File: config.mk
export PLATFORM = sky130hd
export DESIGN_NAME = inst_loader
export DESIGN_NICKNAME = d
export VERILOG_FILES = /design/src/rtl/inst_loader.sv
export SDC_FILE = /design/constraint.sdc
export NUM_CORES = 1
export LEC_CHECK = 0
export BUFFER_PORTS_ARGS = -buffer_cell sky130_fd_sc_hd__buf_2
export CAP_MARGIN = 0
export CORE_ASPECT_RATIO = 0.7
export CORE_MARGIN = 3
export CORE_UTILIZATION = 60
export DETAILED_ROUTE_END_ITERATION = 12
export PLACE_DENSITY_LB_ADDON = 0.25
export SYNTH_ARGS = -nofsm -noshare
export SYNTH_HDL_FRONTEND = slang
export SYNTH_SLANG_ARGS = --single-unit
File: constraint.sdc
create_clock -name Clk -period 7.6 [get_ports Clk]
set_clock_uncertainty 0.05 [all_clocks]
set_input_delay 0.76 -clock Clk [delete_from_list [all_inputs] [get_ports Clk]]
set_output_delay 0.76 -clock Clk [all_outputs]
set_load 0.005 [all_outputs]
File: src/rtl/inst_loader.sv
// Instruction-memory loader: accepts a counted stream of words over a
// valid/ready handshake and writes them to consecutive addresses.
module inst_loader #(
    parameter int A = 10,
    parameter int W = 9
) (
    input  logic         Clk,
    input  logic         Reset,
    input  logic         Start,
    input  logic [A-1:0] BaseAddr,
    input  logic [A:0]   Count,
    input  logic         Abort,
    input  logic         InValid,
    input  logic [W-1:0] InData,
    output logic         InReady,
    output logic         WrEn,
    output logic [A-1:0] WrAddr,
    output logic [W-1:0] WrData,
    output logic         Busy,
    output logic         Done,
    output logic         Error,
    output logic [W-1:0] Checksum
);

    localparam logic [1:0] S_IDLE = 2'd0;
    localparam logic [1:0] S_LOAD = 2'd1;
    localparam logic [1:0] S_DONE = 2'd2;

    localparam logic [A+1:0] MEM_WORDS = {2'b01, {A{1'b0}}};
    localparam logic [A:0]   REM_ONE   = {{A{1'b0}}, 1'b1};

    logic [1:0]   state_q, state_d;
    logic [A-1:0] addr_q, addr_d;
    logic [A:0]   rem_q, rem_d;
    logic         wr_en_q, wr_en_d;
    logic [A-1:0] wr_addr_q, wr_addr_d;
    logic [W-1:0] wr_data_q, wr_data_d;
    logic         error_q, error_d;
    logic [W-1:0] checksum_q, checksum_d;

    logic         in_ready;
    logic         hs;
    logic [A+1:0] end_addr;

    // Extra headroom bits so BaseAddr+Count cannot overflow the range check
    assign end_addr = {2'b00, BaseAddr} + {1'b0, Count};
    assign in_ready = (state_q == S_LOAD) && !Abort;
    assign hs       = InValid && in_ready;

    always_comb begin
        state_d    = state_q;
        addr_d     = addr_q;
        rem_d      = rem_q;
        wr_en_d    = 1'b0;
        wr_addr_d  = wr_addr_q;
        wr_data_d  = wr_data_q;
        error_d    = error_q;
        checksum_d = checksum_q;
        unique case (state_q)
            S_IDLE: begin
                if (Start) begin
                    checksum_d = '0;
                    error_d    = 1'b0;
                    if (Count == '0) begin
                        state_d = S_DONE;
                    end else if (end_addr > MEM_WORDS) begin
                        error_d = 1'b1;
                        state_d = S_DONE;
                    end else begin
                        addr_d  = BaseAddr;
                        rem_d   = Count;
                        state_d = S_LOAD;
                    end
                end
            end
            S_LOAD: begin
                if (Abort) begin
                    state_d = S_IDLE;
                end else if (hs) begin
                    wr_en_d    = 1'b1;
                    wr_addr_d  = addr_q;
                    wr_data_d  = InData;
                    addr_d     = addr_q + A'(1);
                    rem_d      = rem_q - REM_ONE;
                    checksum_d = checksum_q + InData;
                    if (rem_q == REM_ONE) begin
                        state_d = S_DONE;
                    end
                end
            end
            S_DONE: begin
                state_d = S_IDLE;
            end
            default: begin
                state_d = S_IDLE;
            end
        endcase
    end

    always_ff @(posedge Clk) begin
        if (!Reset) begin
            state_q    <= S_IDLE;
            addr_q     <= '0;
            rem_q      <= '0;
            wr_en_q    <= 1'b0;
            wr_addr_q  <= '0;
            wr_data_q  <= '0;
            error_q    <= 1'b0;
            checksum_q <= '0;
        end else begin
            state_q    <= state_d;
            addr_q     <= addr_d;
            rem_q      <= rem_d;
            wr_en_q    <= wr_en_d;
            wr_addr_q  <= wr_addr_d;
            wr_data_q  <= wr_data_d;
            error_q    <= error_d;
            checksum_q <= checksum_d;
        end
    end

    assign InReady  = in_ready;
    assign WrEn     = wr_en_q;
    assign WrAddr   = wr_addr_q;
    assign WrData   = wr_data_q;
    assign Busy     = (state_q == S_LOAD);
    assign Done     = (state_q == S_DONE);
    assign Error    = error_q;
    assign Checksum = checksum_q;

endmodule

Yosys cells after proc, flatten, opt, wreduce, memory -nomap -nowiden
Index checks and enable logic that the tools add are counted.
{ "word_totals": {"register_bits": 53, "input_bits": 35, "out_inout_bits": 33, "elab_cells": 64} }
{ "op_classes": {"add_sub_neg": 4, "magnitude_cmp": 1, "n_eq_ne": 10, "n_mux": 26, "bitwise_logic": 3, "n_reduce_logical": 12} }
{ "ops": {"columns": ["cell", "count"], "rows": [
  ["11-bit 2-to-1 mux", 5],
  ["10-bit 2-to-1 mux", 5],
  ["9-bit 2-to-1 mux", 3],
  ["11-bit one-hot mux with 2 select lines", 1],
  ["10-bit one-hot mux with 2 select lines", 1],
  ["9-bit one-hot mux with 2 select lines", 1],
  ["10-bit by 11-bit adder with 12-bit output", 1],
  ["12-bit by 11-bit greater-than comparator with 1-bit output (second input constant)", 1],
  ["2-bit 2-to-1 mux", 6],
  ["11-bit by 1-bit equality test with 1-bit output (second input constant)", 1],
  ["11-bit logical NOT", 1],
  ["11-bit by 1-bit subtractor with 11-bit output (second input constant)", 1],
  ["10-bit by 1-bit adder with 10-bit output (second input constant)", 1],
  ["9-bit adder", 1],
  ["2-bit != test (second input constant)", 4],
  ["3-bit by 2-bit != test with 1-bit output (second input constant)", 2],
  ["3-bit AND reduction", 2],
  ["6-bit AND reduction", 1],
  ["2-bit one-hot mux with 2 select lines", 1],
  ["4-bit AND reduction", 1],
  ["1-bit 2-to-1 mux", 3],
  ["1-bit inverter", 3],
  ["3-bit OR reduction", 1],
  ["2-bit by 1-bit equality test with 1-bit output (second input constant)", 1],
  ["other kinds (7)", 8]
]} }

Logic depth before layout (Yosys ltp)
{ "depth": {"depth_word": 6, "depth_mapped": 12} }

Least setup slack after synthesis
No wires, ideal clock.
{ "synth_timing": {"path_type": "input to register", "startpoint": "input port BaseAddr[0]", "endpoint": "register rem_q[0]", "setup_time_ps": 122, "arrival_time_ps": 3061, "setup_slack_ps": 4368, "stages": 11, "path_buffers": 1, "path_cell_list": "ha_1 -> inv_1 -> fa_1 -> nand2b_1 -> a221o_1 -> nor4_1 -> o2111ai_1 -> nor4_4 -> o21ai_4 -> buf_6 -> o311a_1"} }
{ "synth_via": {"elab_chain_cells": 4} }
{ "synth_rtl": {"columns": ["item", "line", "text"], "rows": [
  ["from (decl)", "10", "input logic [A-1:0] BaseAddr,"],
  ["10-bit by 11-bit adder with 12-bit output", "46", "assign end_addr = {2'b00, BaseAddr} + {1'b0, Count};"],
  ["12-bit by 11-bit greater-than comparator with 1-bit output", "66", "end else if (end_addr > MEM_WORDS) begin"],
  ["2-bit != test (no line)", null, null],
  ["6-bit AND reduction (no line)", null, null],
  ["to (signal assigned)", "113", "rem_q <= rem_d;"],
  ["to (decl)", "34", "logic [A:0] rem_q, rem_d;"]
]} }
Every way passes these cells.
A chain may end at the register's enable or synchronous reset.

Worst setup path in the final report
{ "layout_timing": {"startpoint": "input port Count[0]", "endpoint": "register addr_q[0]"} }
{ "layout_via": {"elab_chain_cells": 4, "elab_cells_between_ends": 6, "classes_between": "add/sub: 1; order compare: 1; eq/ne: 2; reduce/logical: 2"} }
{ "layout_rtl": {"columns": ["item", "line", "text"], "rows": [
  ["from (decl)", "11", "input logic [A:0] Count,"],
  ["10-bit by 11-bit adder with 12-bit output", "46", null],
  ["12-bit by 11-bit greater-than comparator with 1-bit output", "66", null],
  ["2-bit != test (no line)", null, null],
  ["6-bit AND reduction (no line) *", null, null],
  ["to (signal assigned)", "112", "addr_q <= addr_d;"],
  ["to (decl)", "33", "logic [A-1:0] addr_q, addr_d;"]
]} }
Every way passes the cells marked *; elsewhere a longest branch is shown, timed or not.

==> flow_metrics.env <==
export IMPL_cp_slowest_cell="o21ai_4"
export IMPL_grt_pass1_wl_um=15000
export IMPL_die_y_um=69.6
export IMPL_max_freq_mhz=279
export IMPL_io_buffers=67
export IMPL_comb_power_share=0.273
export IMPL_ctsHoldBuffers=0
export IMPL_wl_per_cell_um=15.6
export IMPL_post_cts_buffers=0
export IMPL_syn_nets=512
export IMPL_worstMarginPinSlew_ns=1.09
export IMPL_tritoncts="yes"
export IMPL_grt_overflow=0
export IMPL_grt_start_max_net_pins=71
export IMPL_final_cell_mix="101 x nand2_1, 67 x buf_2, 53 x dfxtp_1"
export IMPL_coreArea_um2=5400
export IMPL_synthCells=454
export IMPL_cp_num_buf_inv=2
export IMPL_drtAntennaViolNets=0
export IMPL_layout_nets=561
export IMPL_powerDensity_nw_per_um2=179
export IMPL_root_buffer="clkbuf_8"
export IMPL_maxCapViolations=0
export IMPL_antennaDiodeCount=0
export IMPL_drc=0
export IMPL_hp_class="flop to flop"
export IMPL_ir_worst_vdd_uv=163
export IMPL_antenna_found_initial=0
export IMPL_ys_ff_latch=53
export IMPL_endpoint_kind="flop"
export IMPL_ys_seq_area_frac=0.306
export IMPL_min_from="WrAddr[0]"
export IMPL_crit_arrival_ns=3.74
export IMPL_ctsHtreeMaxLevel=2
export IMPL_r2r_start="Checksum[0]"
export IMPL_period_share=0.472
export IMPL_initialDrtViolationCount=287
export IMPL_final_common_cell="nand2_1"
export IMPL_crit_required_ns=7.76
export IMPL_cts_path_max_buffers=2
export IMPL_cp_max_fo=41
export IMPL_final_util=0.724
export IMPL_hold_end="WrAddr[0]"
export IMPL_synth_distinct_cells=62
export IMPL_io_pins=68
export IMPL_initial_core_util=0.642
export IMPL_dieArea_um2=6730
export IMPL_critPathKind="primary input to flop"
export IMPL_cts_clk_slew_worst_paths_ns=0.09
export IMPL_postCtsResizedCells=0
export IMPL_dp_hpwl_um=6670
export IMPL_die_w_um=96.8
export IMPL_r2r_setup_slack_ns=4.89
export IMPL_ys_warn_count=0
export IMPL_critPathTopFamily="compound AO/OA/AOI/OAI gates"
export IMPL_syn_avg_cell_area_um2=7.63
export IMPL_viasPerCell=6.06
export IMPL_fillers=463
export IMPL_crit_reg2reg_capture="Checksum[8]"
export IMPL_r2r_cells=10
export IMPL_rsz0062_at_grt="false"
export IMPL_status="complete, no violations"
export IMPL_yosys_area_top_type="dfxtp_1"
export IMPL_drive_gt1_frac=0.173
export IMPL_power_switching_mw=0.230
export IMPL_clkLatencyLatePin_ns=0.31
export IMPL_critical_path_cell_chain="buf_2 -> ha_1 -> inv_1 -> fa_1 -> nor2b_1 -> o31a_1 -> nor3b_1 -> o2111ai_1 -> nor4_4 -> o21ai_4 -> nor2_1 -> o221a_1"
export IMPL_power_frac_seq=0.443
export IMPL_whs_path_depth=2
export IMPL_slowest_delay_ns=0.79
export IMPL_post_route_min_period_ns=3.58
export IMPL_hold_viol=0
export IMPL_clock_power_share=0.285
export IMPL_synth_edff_count=0
export IMPL_relSlewSlack=0.273
export IMPL_finalSetupTns_ns=0
export IMPL_area_delta_synth_final_pct=12.9
export IMPL_wl_um=8960
export IMPL_synth_async_reset_ratio=0
export IMPL_grt_usage=0.265
export IMPL_place_gp_congestion=0.999
export IMPL_cts_sink_count=53
export IMPL_p_sw_frac=0.327
export IMPL_vias=3492
export IMPL_drv_slew=0
export IMPL_synth_top_area_frac=0.306
export IMPL_cts_made_buffers=5
export IMPL_p_leak_nw=1.70
export IMPL_final_setup_viol_count=0
export IMPL_cp_start_kind="primary input"
export IMPL_synth_area_um2=3460
export IMPL_synthTopCellsByArea="dfxtp_1 31%, nand2_1 11%, ha_1 7.6%"
export IMPL_dr_pass1_iters=5
export IMPL_p_int_mw=0.472
export IMPL_ys_flop_type="dfxtp_1"
export IMPL_grt_pass1_vias=3124
export IMPL_rows=22
[sequential cells by signal, summed over array words and instances, names as in the netlist]
register	count
rem_q	11
WrAddr	10
addr_q	10
Checksum	9
WrData	9
state_q	2
Error	1
WrEn	1
[power by group through the flow]
| stage | clock network [mW] | logic, mW | registers, mW |
|---|---|---|---|
| 2_1_floorplan | 0 | 0.142 | 0.311 |
| 3_3_place_gp | 0 | 0.181 | 0.315 |
| 3_5_place_dp | 0 | 0.186 | 0.316 |
| 4_1_cts | 0.202 | 0.188 | 0.310 |
| 5_1_grt | 0.210 | 0.212 | 0.312 |
| 6_report | 0.200 | 0.191 | 0.310 |
[through the flow]
step,hold WS [ns],cell area [um^2],setup slack [ns],power (mW),instances
6_report,0.418,3910,4.02,0.701,576
5_1_grt,0.443,3910,3.79,0.735,576
4_1_cts,0.423,3910,4.04,0.700,576
3_5_place_dp,0.410,3790,3.74,0.503,568
3_3_place_gp,0.400,3790,3.82,0.497,568
2_1_floorplan,0.404,3460,4.37,0.453,454
[metal layers]
metal / track usage / vias up / part of all wire
li1: - / 1721 / -
met1: 0.368 / 1596 / 0.45
met2: 0.420 / 158 / 0.44
met3: 0.0653 / 17 / 0.091
met4: 0.0530 / 0 / 0.017
met5: 0 / - / 0
[cell usage after synthesis (10+ instances only)]
master	count
nor2_1	26
dfxtp_1	53
clkbuf_1	21
a21boi_0	25
inv_1	17
nand2_1	101
nand3_1	18
ha_1	21
a21oi_1	21
o31ai_1	12
o21ai_0	11
o211ai_1	10
[worst max-delay path by stage]
| stage | start | cells after the start | slack (ns) | end |
|---|---|---|---|---|
| floorplan | BaseAddr[0] | 11 | 4.37 | rem_q[0] |
| global placement | Count[0] | 12 | 3.82 | addr_q[0] |
| detailed placement | Count[0] | 12 | 3.74 | addr_q[0] |
| CTS | Count[0] | 12 | 4.04 | addr_q[0] |
| global route | Count[0] | 12 | 3.79 | addr_q[0] |
| finish | Count[0] | 12 | 4.02 | addr_q[0] |
[logic make-up after synthesis]
| logic type | after synthesis | share of synthesized area |
|---|---|---|
| AOI/OAI and AO/OA | 136 | 0.282 |
| xor gates and xnor gates | 9 | 0.0228 |
| adders and majority gates | 23 | 0.0874 |
| buffers and inverters | 45 | 0.0527 |
| DFF | 53 | 0.306 |
| muxes | 1 | 0.00289 |
| and+or+nand+nor | 187 | 0.246 |
[final cells by class]
class,count,area (um^2),share of cell area
multi-input combinational,356,2220,0.568
clock inverter,2,37.5,0.00960
clock buffer,6,82.6,0.0211
timing repair buffer,69,350,0.0896
tap,72,90.1,0.0230
sequential,53,1060,0.271
inverter,18,67.6,0.0173
[tightest hold or removal path, delay by kind of cell, from the launching register on]
kind | cells | cell delay [ns]
flip-flops | 1 | 0.32
AO/OA/AOI/OAI | 1 | 0.06
AND/OR/NAND/NOR | 1 | 0.04
(Power assumes the default switching activity.)
